==> config.mk <==
export PLATFORM = sky130hd
export DESIGN_NAME = iir_dac_serializer
export DESIGN_NICKNAME = d
export VERILOG_FILES = /design/src/rtl/iir_dac_serializer.sv
export SDC_FILE = /design/constraint.sdc
export NUM_CORES = 1
export LEC_CHECK = 0
export CAP_MARGIN = 20
export CORE_MARGIN = 4
export CORE_UTILIZATION = 25
export DETAILED_ROUTE_END_ITERATION = 16
export SYNTH_ARGS = -nofsm -noshare
export SYNTH_HDL_FRONTEND = slang
export SYNTH_SLANG_ARGS = --single-unit
==> constraint.sdc <==
create_clock -name clk -period 5.6 [get_ports clk]
set_clock_uncertainty 0.15 [all_clocks]
set_input_delay 0.84 -clock clk [delete_from_list [all_inputs] [get_ports clk]]
set_output_delay 0.84 -clock clk [all_outputs]
set_load 0.02 [all_outputs]
==> src/rtl/iir_dac_serializer.sv <==
`default_nettype none
// ============================================================================
// Module      : iir_dac_serializer
// Description : Output stage of the IIR low-pass cascade. Accepts signed
//               samples over a valid/ready handshake into a one-deep holding
//               register. Each sample is shifted MSB-first to a serial DAC
//               using SCLK / SYNC_N, then committed with an LDAC_N strobe.
// Ports       : clk        - system clock, rising edge
//               reset      - synchronous active-low reset
//               in_data    - sample from the filter cascade (DATA_W bits)
//               in_valid   - in_data is valid
//               in_ready   - holding register empty
//               dac_sclk   - serial clock, idles low
//               dac_sdata  - serial data, MSB first
//               dac_sync_n - frame enable, low for the whole shift phase
//               dac_ldac_n - latch strobe, CLK_DIV cycles wide after a frame
//               busy       - frame in progress (SHIFT or LATCH)
//               frame_done - one-cycle pulse when a frame completes
// Revision    : 1.0 - initial release
// ============================================================================
module iir_dac_serializer #(
  parameter int DATA_W     = 32,
  parameter int CLK_DIV    = 4,
  parameter int OFFSET_BIN = 0
) (
  input  logic              clk,
  input  logic              reset,
  input  logic [DATA_W-1:0] in_data,
  input  logic              in_valid,
  output logic              in_ready,
  output logic              dac_sclk,
  output logic              dac_sdata,
  output logic              dac_sync_n,
  output logic              dac_ldac_n,
  output logic              busy,
  output logic              frame_done
);

  localparam int DIV_W = (CLK_DIV > 1) ? $clog2(CLK_DIV) : 1;
  localparam int BIT_W = (DATA_W > 1) ? $clog2(DATA_W) : 1;
  localparam logic [DIV_W-1:0] DIV_LAST = DIV_W'(CLK_DIV - 1);
  localparam logic [BIT_W-1:0] BIT_LAST = BIT_W'(DATA_W - 1);
  // Flipping the MSB converts two's complement to offset binary.
  localparam logic [DATA_W-1:0] LOAD_XOR =
    (OFFSET_BIN != 0) ? {1'b1, {(DATA_W-1){1'b0}}} : '0;

  typedef enum logic [1:0] {
    ST_IDLE  = 2'd0,
    ST_SHIFT = 2'd1,
    ST_LATCH = 2'd2
  } state_t;

  state_t              state_q, state_d;
  logic [DATA_W-1:0]   hold_q, hold_d;
  logic                hold_full_q, hold_full_d;
  // The MSB goes straight onto the pin at load time, so the shifter only
  // carries the remaining DATA_W-1 bits, next bit at its top.
  logic [DATA_W-2:0]   shreg_q, shreg_d;
  logic [DIV_W-1:0]    div_cnt_q, div_cnt_d;
  logic [BIT_W-1:0]    bit_cnt_q, bit_cnt_d;
  logic                sclk_q, sclk_d;
  logic                sdata_q, sdata_d;
  logic                sync_n_q, sync_n_d;
  logic                ldac_n_q, ldac_n_d;
  logic                busy_q;
  logic                frame_done_q, frame_done_d;

  logic                tick;
  logic [DATA_W-1:0]   load_word;

  always_comb begin
    state_d      = state_q;
    hold_d       = hold_q;
    hold_full_d  = hold_full_q;
    shreg_d      = shreg_q;
    div_cnt_d    = div_cnt_q;
    bit_cnt_d    = bit_cnt_q;
    sclk_d       = sclk_q;
    sdata_d      = sdata_q;
    sync_n_d     = sync_n_q;
    ldac_n_d     = ldac_n_q;
    frame_done_d = 1'b0;
    tick         = (div_cnt_q == DIV_LAST);
    load_word    = hold_q ^ LOAD_XOR;

    // in_ready is low while full, so this never collides with the drain.
    if (in_valid && !hold_full_q) begin
      hold_d      = in_data;
      hold_full_d = 1'b1;
    end

    case (state_q)
      ST_IDLE: begin
        div_cnt_d = '0;
        sclk_d    = 1'b0;
        sdata_d   = 1'b0;
        sync_n_d  = 1'b1;
        ldac_n_d  = 1'b1;
        if (hold_full_q) begin
          shreg_d     = load_word[DATA_W-2:0];
          sdata_d     = load_word[DATA_W-1];
          hold_full_d = 1'b0;
          sync_n_d    = 1'b0;
          bit_cnt_d   = BIT_LAST;
          state_d     = ST_SHIFT;
        end
      end

      ST_SHIFT: begin
        if (tick) begin
          div_cnt_d = '0;
          if (!sclk_q) begin
            sclk_d = 1'b1;
          end else if (bit_cnt_q != '0) begin
            sclk_d    = 1'b0;
            sdata_d   = shreg_q[DATA_W-2];
            shreg_d   = shreg_q << 1;
            bit_cnt_d = bit_cnt_q - BIT_W'(1);
          end else begin
            sclk_d   = 1'b0;
            sync_n_d = 1'b1;
            ldac_n_d = 1'b0;
            state_d  = ST_LATCH;
          end
        end else begin
          div_cnt_d = div_cnt_q + DIV_W'(1);
        end
      end

      ST_LATCH: begin
        if (tick) begin
          div_cnt_d    = '0;
          ldac_n_d     = 1'b1;
          frame_done_d = 1'b1;
          state_d      = ST_IDLE;
        end else begin
          div_cnt_d = div_cnt_q + DIV_W'(1);
        end
      end

      default: begin
        div_cnt_d = '0;
        state_d   = ST_IDLE;
      end
    endcase
  end

  always_ff @(posedge clk) begin
    if (!reset) begin
      state_q      <= ST_IDLE;
      hold_q       <= '0;
      hold_full_q  <= 1'b0;
      shreg_q      <= '0;
      div_cnt_q    <= '0;
      bit_cnt_q    <= '0;
      sclk_q       <= 1'b0;
      sdata_q      <= 1'b0;
      sync_n_q     <= 1'b1;
      ldac_n_q     <= 1'b1;
      busy_q       <= 1'b0;
      frame_done_q <= 1'b0;
    end else begin
      state_q      <= state_d;
      hold_q       <= hold_d;
      hold_full_q  <= hold_full_d;
      shreg_q      <= shreg_d;
      div_cnt_q    <= div_cnt_d;
      bit_cnt_q    <= bit_cnt_d;
      sclk_q       <= sclk_d;
      sdata_q      <= sdata_d;
      sync_n_q     <= sync_n_d;
      ldac_n_q     <= ldac_n_d;
      busy_q       <= (state_d != ST_IDLE);
      frame_done_q <= frame_done_d;
    end
  end

  assign in_ready   = !hold_full_q;
  assign dac_sclk   = sclk_q;
  assign dac_sdata  = sdata_q;
  assign dac_sync_n = sync_n_q;
  assign dac_ldac_n = ldac_n_q;
  assign busy       = busy_q;
  assign frame_done = frame_done_q;

endmodule
`default_nettype wire

After elaboration in Yosys (flattened, before gate mapping)
Index checks and enable logic that the tools add are counted.
{"block": "totals", "elab_cells": 78, "ram_bits": 0, "mem_count": 0, "out_inout_bits": 7, "ff_bits": 79, "romBits": 0, "inputBits": 35, "latch_bits": 0}
{"block": "classes", "order_cmp": 0, "n_bitwise": 2, "n_mul": 0, "eq_ne": 9, "reduce_logical": 15, "div_mod_pow": 0, "add_sub_neg": 2, "shifts": 0, "n_mux": 38}
{"operator": "2-to-1 mux 31 bit", "n": 4}
{"operator": "one-hot mux 31 bit (2 select lines)", "n": 1}
{"operator": "2-to-1 mux 5 bit", "n": 4}
{"operator": "2-to-1 mux 1 bit", "n": 18}
{"operator": "inequality test 2 bit (second input constant)", "n": 6}
{"operator": "2-to-1 mux 2 bit", "n": 5}
{"operator": "one-hot mux 5 bit (2 select lines)", "n": 1}
{"operator": "AND reduction 5 bit", "n": 2}
{"operator": "AND reduction 4 bit", "n": 2}
{"operator": "one-hot mux 1 bit (2 select lines)", "n": 3}
{"operator": "one-hot mux 2 bit (3 select lines)", "n": 1}
{"operator": "nonzero test 5 bit", "n": 1}
{"operator": "subtractor 5 x 1 -> 5 bit (second input constant)", "n": 1}
{"operator": "equality test 2 bit (second input constant)", "n": 2}
{"operator": "AND reduction 2 bit", "n": 2}
{"operator": "nonzero test 2 bit", "n": 2}
{"operator": "one-hot mux 1 bit (3 select lines)", "n": 1}
{"operator": "nonzero test 3 bit", "n": 1}
{"operator": "OR reduction 3 bit", "n": 1}
{"operator": "adder 2 x 1 -> 2 bit (second input constant)", "n": 1}
{"operator": "equality test 2 x 1 -> 1 bit (second input constant)", "n": 1}
{"operator": "zero test 2 bit", "n": 1}
{"operator": "inverter 1 bit", "n": 2}
{"operator": "OR reduction 2 bit", "n": 1}
{"operator": "other kinds (2)", "n": 2}

Longest topological paths before layout
Gate-level depths: netlist (run 1).
{"block": "depth", "word_depth": 6, "depth_mapped": 8, "mapped_depth_nobuf": 6}

Worst setup path after synthesis (run 1)
OpenSTA, ideal clock, no wires.
{"block": "synth_timing", "path_kind": "register to register", "start": "register state_q[1]", "end": "register bit_cnt_q[4]", "setup_time_ps": 120, "t_required_ps": 5330, "period_less_slack_ps": 1911, "t_arrival_ps": 1641, "path_buffers": 2, "slack_ps": 3689, "stages_incl_launch_ff": 9, "path_cell_list": "dfxtp_1 -> inv_1 -> ha_1 -> buf_2 -> nor4b_2 -> a221oi_4 -> buf_6 -> a31oi_1 -> o31a_1"}
{"block": "synth_via", "elab_chain_cells": 3, "word_cells_on_any_way": 9, "classes_between": "eq/ne (5); mux (1); reduce/logical (3)"}
{"element": "from (decl)", "line": "53", "text": "state_t state_q, state_d;"}
{"element": "from (signal assigned)", "line": "163", "text": "state_q <= state_d;"}
{"element": "equality test 2 x 1 -> 1 bit or zero test 2 bit (tied branches)", "line": "92", "text": "case (state_q)"}
{"element": "inequality test 2 bit (no source line) or nonzero test 2 bit (tied branches)"}
{"element": "AND reduction 5 bit (no source line)"}
{"element": "to (signal assigned)", "line": "168", "text": "bit_cnt_q <= bit_cnt_d;"}
{"element": "to (decl)", "line": "60", "text": "logic [BIT_W-1:0] bit_cnt_q, bit_cnt_d;"}
Several ways; a longest one is shown, not always the timed one.
A chain may end at the register's enable or synchronous reset.

Worst setup path after layout (run 1)
{"block": "layout_timing", "start": "register state_q[1]", "end": "register shreg_q[17]"}
{"block": "layout_via", "elab_chain_cells": 3, "word_cells_on_any_way": 9, "classes_between": "eq/ne (5); mux (1); reduce/logical (3)"}
{"element": "equality test 2 x 1 -> 1 bit or zero test 2 bit (tied branches)", "line": "92"}
{"element": "inequality test 2 bit (no source line) or nonzero test 2 bit (tied branches)"}
{"element": "AND reduction 5 bit (no source line)"}
{"element": "to (signal assigned)", "line": "166", "text": "shreg_q <= shreg_d;"}
{"element": "to (decl)", "line": "58", "text": "logic [DATA_W-2:0] shreg_q, shreg_d;"}
Several ways; a longest one is shown, not always the timed one.

==> impl_metrics.env, run 1 <==
export IMPL_r2r_end="shreg_q[17]$_SDFFE_PN0P_"
export IMPL_worst_slew_pin_transition_ns=0.686
export IMPL_grt_max_degree=77
export IMPL_power_density_mw_per_mm2=336
export IMPL_htree_levels=3
export IMPL_synth_warnings=0
export IMPL_worstSetupPathType="flip-flop to flip-flop"
export IMPL_grt_pass1_vias=2520
export IMPL_ys_flop_type="dfxtp_1"
export IMPL_start_util_pct=25.8
export IMPL_fin_util_pct=32.4
export IMPL_dpl_instance_area_mm2=0.00398
export IMPL_drc_errors=0
export IMPL_period_minus_slack_ns=3.07
export IMPL_routedWlPerCell_um=12.1
export IMPL_via_count=2620
export IMPL_diodes=0
export IMPL_grt_antenna_before_repair=0
export IMPL_final_common_cell="nand2_1"
export IMPL_async_reset_ff_share_pct=0
export IMPL_drt_iter0_drc=99
export IMPL_cts_hold_buf=0
export IMPL_syn_area_per_cell_um2=9.38
export IMPL_cts_max_path_buffers=2
export IMPL_yosys_cell_types_count=40
export IMPL_crit_end="shreg_q[17]$_SDFFE_PN0P_"
export IMPL_gp_congestion=0.718
export IMPL_cp_common_cell="buf_4"
export IMPL_dpl_cell_count=561
export IMPL_cts_buffers=9
export IMPL_cts_tree="done"
export IMPL_setup_viol=0
export IMPL_critPathRequiredTime_ns=5.67
export IMPL_hpwl_mm=4.62
export IMPL_endpoint_kind="flip-flop"
export IMPL_tns_ns=0
export IMPL_cts_resized=0
export IMPL_synth_fp_nets=411
export IMPL_final_antenna_net_count=0
export IMPL_viasPerCell=4.53
export IMPL_yosys_area_top_type_share_pct=45.7
export IMPL_cpMaxStageDelayCell="ha_2"
export IMPL_clock_sinks=79
export IMPL_outcome="finished, final reports clean"
export IMPL_layout_common_cells="nand2_1 (105), dfxtp_1 (79), clkdlybuf4s50_1 (40), a21boi_1 (35), o211a_1 (33)"
export IMPL_grt_util_all_layers_pct=8.99
export IMPL_crit_path_max_fanout=35
export IMPL_hold_path_class="flip-flop to flip-flop"
export IMPL_rows=42
export IMPL_postCtsSetupBuffers=0
export IMPL_timing_max_cap_violations=0
export IMPL_cp_arrival_ns=3.15
export IMPL_synth_edf_count=0
export IMPL_drive_gt1_share_pct=7.20
export IMPL_max_stage_delay_ns=0.58
export IMPL_ios=42
export IMPL_r2r_start="state_q[1]$_SDFF_PN0_"
export IMPL_dieWidth_um=126
export IMPL_max_freq_mhz=325
export IMPL_path_clk_slew_ns=0.06
export IMPL_synth_area_top_cells="dfxtp_1 (46%), nand2_1 (11%), o211a_1 (9.5%), mux2i_1 (9.3%), a21boi_1 (7.6%)"
export IMPL_gr_total_overflow=0
export IMPL_fillers=1381
export IMPL_worst_r2r_path_depth=8
export IMPL_port_buffers=41
export IMPL_die_y_um=126
export IMPL_area_growth_pct=25.5
export IMPL_synthesis_area_mm2=0.00346
export IMPL_first_pass_iters=4
export IMPL_die_area_mm2=0.0158
export IMPL_slew_headroom_pct=54.3
export IMPL_wl_mm=7.00
export IMPL_ir_worst_vdd_v=0.000160
export IMPL_synthCells=369
export IMPL_slew_viol_final=0
export IMPL_p_leak_nw=1.92
export IMPL_hold_violations=0
export IMPL_insertion_delay_ns=0.33
export IMPL_design_core_area_mm2=0.0134
export IMPL_final_area_mm2=0.00435
export IMPL_layout_nets=440
export IMPL_start_kind="flip-flop"
export IMPL_path_cells="inv_1 -> ha_2 -> buf_4 -> mux2i_1 -> a221oi_4 -> buf_4 -> nand2_1 -> o211a_1"
export IMPL_seqCellArea_mm2=0.00158
export IMPL_period_share_pct=54.9
export IMPL_root_buffer="clkbuf_16"
export IMPL_startpoint="state_q[1]$_SDFF_PN0_"
export IMPL_multi_input_area_mm2=0.00172
export IMPL_r2r_slack_ns=2.53
export IMPL_rsz0062_at_grt="no"
export IMPL_grt_pass1_wl_mm=11.8
export IMPL_ys_seq_elements=79
export IMPL_stdcell_count=579
export IMPL_synth_seq_area_share_pct=45.7
export IMPL_synth_top_area_cell="dfxtp_1"
synthesized netlist by cell type (4+ instances only):
master,instances
nor2b_1,4
ha_1,7
a21boi_1,35
nor3_1,6
clkbuf_1,13
dfxtp_1,79
buf_2,9
mux2i_1,32
o211a_1,33
nand2_1,105
inv_1,6
cell type report:
type                    count  share of cell area (%)
clock inverters             6                    2.13
flip-flops and latches     79                    36.4
well taps                 176                    5.07
repair buffers             47                    10.7
inverters                   7                   0.605
clock buffers              10                    5.50
multi-input cells         254                    39.6
how the worst min path moves through the flow:
stage,start,to,depth (start not counted)
2_1_floorplan,div_cnt_q[0]$_SDFF_PP0_,div_cnt_q[0]$_SDFF_PP0_,1
3_3_place_gp,div_cnt_q[0]$_SDFF_PP0_,div_cnt_q[0]$_SDFF_PP0_,1
3_5_place_dp,div_cnt_q[0]$_SDFF_PP0_,div_cnt_q[0]$_SDFF_PP0_,1
4_1_cts,div_cnt_q[0]$_SDFF_PP0_,div_cnt_q[0]$_SDFF_PP0_,1
5_1_grt,div_cnt_q[0]$_SDFF_PP0_,div_cnt_q[0]$_SDFF_PP0_,1
6_report,div_cnt_q[0]$_SDFF_PP0_,div_cnt_q[0]$_SDFF_PP0_,1
metrics by stage:
| step | setup slack (ns) | hold WS [ns] | power, mW |
|---|---|---|---|
| 2_1_floorplan | 3.69 | 0.253 | 0.781 |
| 3_3_place_gp | 2.20 | 0.262 | 0.830 |
| 3_5_place_dp | 2.04 | 0.277 | 0.838 |
| 4_1_cts | 2.04 | 0.286 | 1.47 |
| 5_1_grt | 2.27 | 0.317 | 1.53 |
| 6_report | 2.53 | 0.279 | 1.46 |
sequential cells by signal (all words and copies together), names as in the netlist:
register,cells
hold_q,32
shreg_q,31
bit_cnt_q,5
div_cnt_q,2
state_q,2
busy,1
dac_ldac_n,1
dac_sclk,1
dac_sdata,1
dac_sync_n,1
frame_done,1
hold_full_q,1
worst max-delay path, delay by kind of cell (launching register included):
kind / cells / cell delay, ns
AO/OA/AOI/OAI: 2 / 0.64
AND/OR/NAND/NOR: 1 / 0.10
adder cells (fa/ha/maj): 1 / 0.58
buffers and inverters: 3 / 0.95
flip-flops: 1 / 0.34
multiplexers: 1 / 0.18
cells by family (layout without fill, tap and decap cells):
family | Yosys count | count (layout) | share of synthesized area [%]
and+or+nand+nor | 131 | 131 | 16.7
AOI/OAI and AO/OA | 84 | 84 | 21.0
DFF | 79 | 79 | 45.7
buffers and inverters | 36 | 70 | 4.77
muxes | 32 | 32 | 9.25
adders and majority gates | 7 | 7 | 2.53
power by group:
part | internal (mW) | switching [mW] | total, mW | leakage (nW)
combinational | 0.0971 | 0.0942 | 0.191 | 1.12
clock | 0.405 | 0.231 | 0.636 | 0.155
sequential | 0.606 | 0.0287 | 0.635 | 0.648
total | 1.11 | 0.354 | 1.46 | 1.92
routing by layer:
layer / global-route usage (%) / up-vias / wire length [µm]
met5: 0 / - / 0
met4: 5.04 / 0 / 193
met1: 11.5 / 1222 / 3340
met2: 14.2 / 45 / 3280
li1: - / 1337 / -
met3: 1.74 / 16 / 185
No activity file was read; power rests on OpenSTA's default activity.
==> run 2: changes to the inputs <==
==> constraint.sdc (replaced) <==
create_clock -name clk -period 2.5 [get_ports clk]
set_clock_uncertainty 0.15 [all_clocks]
set_input_delay 0.375 -clock clk [delete_from_list [all_inputs] [get_ports clk]]
set_output_delay 0.375 -clock clk [all_outputs]
set_load 0.02 [all_outputs]
==> run 2 against run 1 <==
Worst setup slack got worse by 2.3 ns. Sequential power increased by 120%. Critical path depth decreased by 1. Largest power group is now sequential cells.
==> impl_metrics.env, run 2 (synthesis results as in run 1) <==
export IMPL_outcome="finished, final reports clean"
export IMPL_slew_viol_final=0
export IMPL_grt_max_degree=56
export IMPL_design_core_area_mm2=0.0134
export IMPL_cts_hold_buf=0
export IMPL_hold_path_class="input pin to flip-flop"
export IMPL_start_util_pct=25.8
export IMPL_gp_congestion=0.735
export IMPL_worst_slew_pin_transition_ns=0.640
export IMPL_viasPerCell=4.51
export IMPL_timing_max_cap_violations=0
export IMPL_routedWlPerCell_um=12.3
export IMPL_path_clk_slew_ns=0.07
export IMPL_seqCellArea_mm2=0.00158
export IMPL_largest_registers="hold_q x32, shreg_q x31, bit_cnt_q x5"
export IMPL_grt_util_all_layers_pct=9.40
export IMPL_power_density_mw_per_mm2=711
export IMPL_final_common_cell="nand2_1"
export IMPL_rows=42
export IMPL_rsz0062_at_grt="no"
export IMPL_hold_violations=0
export IMPL_insertion_delay_ns=0.33
export IMPL_largest_reg_flops=32
export IMPL_gr_total_overflow=0
export IMPL_cts_resized=0
export IMPL_cts_buffers=9
export IMPL_ir_worst_vdd_v=0.000336
export IMPL_cp_arrival_ns=2.31
export IMPL_die_y_um=126
export IMPL_worstSetupPathType="flip-flop to flip-flop"
export IMPL_postCtsSetupBuffers=0
export IMPL_drive_gt1_share_pct=8.33
export IMPL_grtUsageMet1_pct=12.2
export IMPL_stdcell_count=584
export IMPL_cts_max_path_buffers=2
export IMPL_setup_viol=0
export IMPL_path_cells="inv_1 -> ha_1 -> mux2i_1 -> a221oi_4 -> buf_4 -> nand2_1 -> o211a_1"
export IMPL_first_pass_iters=4
export IMPL_dpl_instance_area_mm2=0.00406
export IMPL_dieWidth_um=126
export IMPL_port_buffers=41
export IMPL_multi_input_area_mm2=0.00172
export IMPL_dpl_cell_count=568
export IMPL_period_minus_slack_ns=2.23
export IMPL_ios=42
export IMPL_diodes=0
export IMPL_slew_headroom_pct=57.4
export IMPL_drt_iter0_drc=123
export IMPL_clock_sinks=79
export IMPL_drc_errors=0
export IMPL_layout_common_cells="nand2_1 (105), dfxtp_1 (79), clkdlybuf4s50_1 (40), a21boi_1 (35), o211a_1 (33)"
export IMPL_grt_pass1_vias=2580
export IMPL_hpwl_mm=5.01
export IMPL_via_count=2634
export IMPL_fillers=1398
export IMPL_max_stage_delay_ns=0.53
export IMPL_die_area_mm2=0.0158
export IMPL_layout_nets=445
export IMPL_grt_pass1_wl_mm=12.3
export IMPL_dp_slack_ns=0.271
export IMPL_final_area_mm2=0.00434
export IMPL_use_met3_pct=2.29
export IMPL_root_buffer="clkbuf_16"
export IMPL_top_usage_layer="met2"
export IMPL_endpoint_kind="flip-flop"
export IMPL_cts_tree="done"
export IMPL_setup_slack_ns=0.266
export IMPL_use_met2_pct=14.9
export IMPL_largest_register="hold_q"
export IMPL_crit_path_max_fanout=15
export IMPL_p_leak_nw=1.93
export IMPL_wl_mm=7.21
export IMPL_area_growth_pct=25.5
export IMPL_htree_levels=3
export IMPL_start_kind="flip-flop"
export IMPL_critPathRequiredTime_ns=2.57
export IMPL_period_share_pct=89.4
export IMPL_max_freq_mhz=448
export IMPL_cpMaxStageDelayCell="a221oi_4"
export IMPL_grt_antenna_before_repair=0
export IMPL_final_antenna_net_count=0
export IMPL_tns_ns=0
export IMPL_p_total_mw=3.09
## run 2: layout make-up
cell class / instances / area share, %
sequential: 79 / 36.4
multi-input combinational: 254 / 39.6
tap: 176 / 5.07
timing repair buffer: 52 / 11.8
inverter: 7 / 0.605
clock inverter: 7 / 1.32
clock buffer: 9 / 5.18
## run 2: through the flow
stage	util, %	hold slack, ns
finish	32.4	0.282
global route	32.4	0.308
CTS	32.4	0.278
detailed placement	30.3	0.271
global placement	30.3	0.262
floorplan	-	0.253
## run 2: worst paths after layout
kind	end	start	slack (ns)	depth (start not counted)
max	shreg_q[2]$_SDFFE_PN0P_	state_q[0]$_SDFF_PN0_	0.27	7
min	dac_sync_n$_SDFFE_PN1P_	reset	0.28	2
max reg2reg	shreg_q[2]$_SDFFE_PN0P_	state_q[0]$_SDFF_PN0_	0.27	7
min reg2reg	div_cnt_q[0]$_SDFF_PP0_	div_cnt_q[0]$_SDFF_PP0_	0.28	1
## run 2: metal layers
metal  share of wire [%]  vias up  routed length (µm)
li1                    -     1344                   -
met1                  48     1240                3460
met2                  47       39                3410
met3                 2.5       11                 178
met4                 2.2        0                 159
met5                   0        -                   0
## run 2: power by group
group	switching (mW)	internal, mW
sequential	0.0632	1.36
combinational	0.217	0.226
clock	0.543	0.684
## run 2: worst max-delay path, delay by kind of cell, from the launching register on
| kind | cells | cell delay [ns] |
|---|---|---|
| AO/OA/AOI/OAI | 2 | 0.65 |
| adder cells (fa/ha/maj) | 1 | 0.30 |
| buffers and inverters | 2 | 0.39 |
| flip-flops | 1 | 0.37 |
| multiplexers | 1 | 0.18 |
| AND/OR/NAND/NOR | 1 | 0.07 |
==> run 3: changes to the inputs <==
--- a/config.mk
+++ b/config.mk
@@ -9,6 +9,7 @@
 export CORE_MARGIN = 4
 export CORE_UTILIZATION = 25
 export DETAILED_ROUTE_END_ITERATION = 16
+export GPL_TIMING_DRIVEN = 0
 export SYNTH_ARGS = -nofsm -noshare
 export SYNTH_HDL_FRONTEND = slang
 export SYNTH_SLANG_ARGS = --single-unit
==> constraint.sdc (replaced) <==
create_clock -name clk -period 2.4 [get_ports clk]
set_clock_uncertainty 0.15 [all_clocks]
set_input_delay 0.36 -clock clk [delete_from_list [all_inputs] [get_ports clk]]
set_output_delay 0.36 -clock clk [all_outputs]
set_load 0.02 [all_outputs]
==> run 3 against run 2 <==
Final area increased by 2.5%. Core utilization is 0.82 points higher. Highest routed layer unchanged. Count of clock-buffer cells in the layout rose by 1. Non-clock buffer count rose by 18. Flip-flop and latch count did not move. First-iteration DRC count is 9.8% higher. Global-route usage up 0.78 points. Clock power up 33%. Combinational power increased by 6.5%.
==> impl_metrics.env, run 3 (synthesis results as in run 1) <==
export IMPL_cp_arrival_ns=2.20
export IMPL_setup_viol=0
export IMPL_hold_path_class="flip-flop to flip-flop"
export IMPL_design_core_area_mm2=0.0134
export IMPL_area_growth_pct=28.7
export IMPL_path_clk_slew_ns=0.06
export IMPL_clkPwrFrac_pct=45.7
export IMPL_cts_resized=0
export IMPL_critPathRequiredTime_ns=2.47
export IMPL_first_pass_iters=4
export IMPL_root_buffer="clkbuf_16"
export IMPL_endpoint_kind="flip-flop"
export IMPL_largest_registers="hold_q x32, shreg_q x31, bit_cnt_q x5"
export IMPL_hold_violations=0
export IMPL_startpoint="state_q[1]$_SDFF_PN0_"
export IMPL_routedWlPerCell_um=12.9
export IMPL_grt_util_all_layers_pct=10.2
export IMPL_largest_reg_flops=32
export IMPL_internal_power_mw=2.77
export IMPL_drt_iter0_drc=135
export IMPL_power_density_mw_per_mm2=808
export IMPL_worst_r2r_path_depth=8
export IMPL_comb_power_share_pct=13.1
export IMPL_layout_nets=463
export IMPL_stdcell_count=602
export IMPL_cts_tree="done"
export IMPL_cts_hold_buf=0
export IMPL_rows=42
export IMPL_max_freq_mhz=469
export IMPL_ios=42
export IMPL_die_y_um=126
export IMPL_period_minus_slack_ns=2.13
export IMPL_hpwl_mm=5.76
export IMPL_layout_common_cells="nand2_1 (105), dfxtp_1 (79), clkdlybuf4s50_1 (41), a21boi_1 (35), o211a_1 (33)"
export IMPL_slew_viol_final=0
export IMPL_grt_max_degree=14
export IMPL_grt_pass1_vias=2735
export IMPL_ir_worst_vdd_v=0.000365
export IMPL_cts_buffers=9
export IMPL_wl_mm=7.76
export IMPL_r2r_start="state_q[1]$_SDFF_PN0_"
export IMPL_final_antenna_net_count=0
export IMPL_via_count=2691
export IMPL_p_leak_nw=1.99
export IMPL_diodes=0
export IMPL_start_kind="flip-flop"
export IMPL_crit_path_max_fanout=10
export IMPL_holdWs_ns=0.276
export IMPL_htree_levels=3
export IMPL_dpl_instance_area_mm2=0.00409
export IMPL_tns_ns=0
export IMPL_period_share_pct=88.9
export IMPL_worst_slew_pin_transition_ns=0.533
export IMPL_r2r_slack_ns=0.27
export IMPL_dieWidth_um=126
export IMPL_grt_pass1_wl_mm=13.1
export IMPL_die_area_mm2=0.0158
export IMPL_rsz0062_at_grt="no"
export IMPL_clock_sinks=79
export IMPL_port_buffers=41
export IMPL_fillers=1409
export IMPL_dp_slack_ns=0.119
export IMPL_seqPwrFrac_pct=41.2
export IMPL_cts_max_path_buffers=2
export IMPL_dpl_cell_count=586
export IMPL_outcome="finished, final reports clean"
export IMPL_viasPerCell=4.47
export IMPL_start_util_pct=25.8
export IMPL_worstSetupPathType="flip-flop to flip-flop"
export IMPL_postCtsSetupBuffers=0
export IMPL_power_switching_mw=0.828
export IMPL_final_common_cell="nand2_1"
export IMPL_timing_max_cap_violations=0
export IMPL_power_switching_share_pct=23.0
export IMPL_grt_antenna_before_repair=0
export IMPL_drc_errors=0
export IMPL_slew_headroom_pct=64.4
export IMPL_drive_gt1_share_pct=7.51
export IMPL_gp_congestion=0.776
export IMPL_setup_slack_ns=0.266
export IMPL_crit_end="bit_cnt_q[4]$_SDFFE_PN0P_"
export IMPL_largest_register="hold_q"
export IMPL_gr_total_overflow=0
export IMPL_insertion_delay_ns=0.33
export IMPL_final_area_mm2=0.00445
export IMPL_r2r_end="bit_cnt_q[4]$_SDFFE_PN0P_"
## run 3: cell types whose count changed in the layout (fill, tap and decap cells not counted), moves of 2 or more
| cell | before | now |
|---|---|---|
| buf_1 | 0 | 3 |
| buf_12 | 2 | 0 |
| buf_2 | 1 | 9 |
| buf_4 | 9 | 3 |
| bufinv_16 | 0 | 4 |
| clkbuf_1 | 0 | 14 |
| clkinv_4 | 2 | 0 |
## run 3: layout make-up
cell class | count | area [µm²] | area share, %
multi-input combinational | 254 | 1720 | 38.5
timing repair buffer | 41 | 410 | 9.21
tap | 176 | 220 | 4.94
buffer | 29 | 139 | 3.12
clock inverter | 6 | 133 | 2.98
sequential | 79 | 1580 | 35.5
clock buffer | 10 | 229 | 5.14
inverter | 7 | 26.3 | 0.590
## run 3: how the worst min path moves through the flow
| stage | endpoint | startpoint | cells past startpoint | slack [ns] |
|---|---|---|---|---|
| floorplan | div_cnt_q[0]$_SDFF_PP0_ | div_cnt_q[0]$_SDFF_PP0_ | 1 | 0.25 |
| finish | div_cnt_q[0]$_SDFF_PP0_ | div_cnt_q[0]$_SDFF_PP0_ | 1 | 0.28 |
| global placement | div_cnt_q[0]$_SDFF_PP0_ | div_cnt_q[0]$_SDFF_PP0_ | 1 | 0.26 |
| detailed placement | div_cnt_q[0]$_SDFF_PP0_ | div_cnt_q[0]$_SDFF_PP0_ | 1 | 0.28 |
| global route | div_cnt_q[0]$_SDFF_PP0_ | div_cnt_q[0]$_SDFF_PP0_ | 1 | 0.30 |
| CTS | div_cnt_q[0]$_SDFF_PP0_ | div_cnt_q[0]$_SDFF_PP0_ | 1 | 0.28 |
## run 3: metrics by stage
| stage | power [mW] | util [%] |
|---|---|---|
| detailed placement | 1.99 | 30.5 |
| finish | 3.60 | 33.2 |
| global placement | 1.97 | 30.5 |
| floorplan | 1.82 | - |
| global route | 3.75 | 33.2 |
| CTS | 3.64 | 33.2 |
## run 3: routing by layer
layer / part of all wire, % / up-vias / GRT usage (%)
met5: 0 / - / 0
met2: 46 / 39 / 16.0
li1: - / 1374 / -
met4: 2.1 / 0 / 5.04
met1: 49 / 1268 / 13.4
met3: 2.4 / 10 / 1.95
## run 3: critical path: stages (launching register included)
cell	delay (ns)
dfxtp_1	0.38
inv_1	0.08
ha_1	0.17
buf_2	0.16
nor4b_2	0.19
a221oi_4	0.37
buf_6	0.20
a31oi_1	0.09
o31a_1	0.24
## run 3: power by group through the flow
stage | clock, mW | combinational [mW] | sequential [mW]
global route | 1.72 | 0.531 | 1.49
floorplan | 0 | 0.326 | 1.50
CTS | 1.68 | 0.479 | 1.48
finish | 1.64 | 0.472 | 1.48
detailed placement | 0 | 0.478 | 1.51
global placement | 0 | 0.465 | 1.51
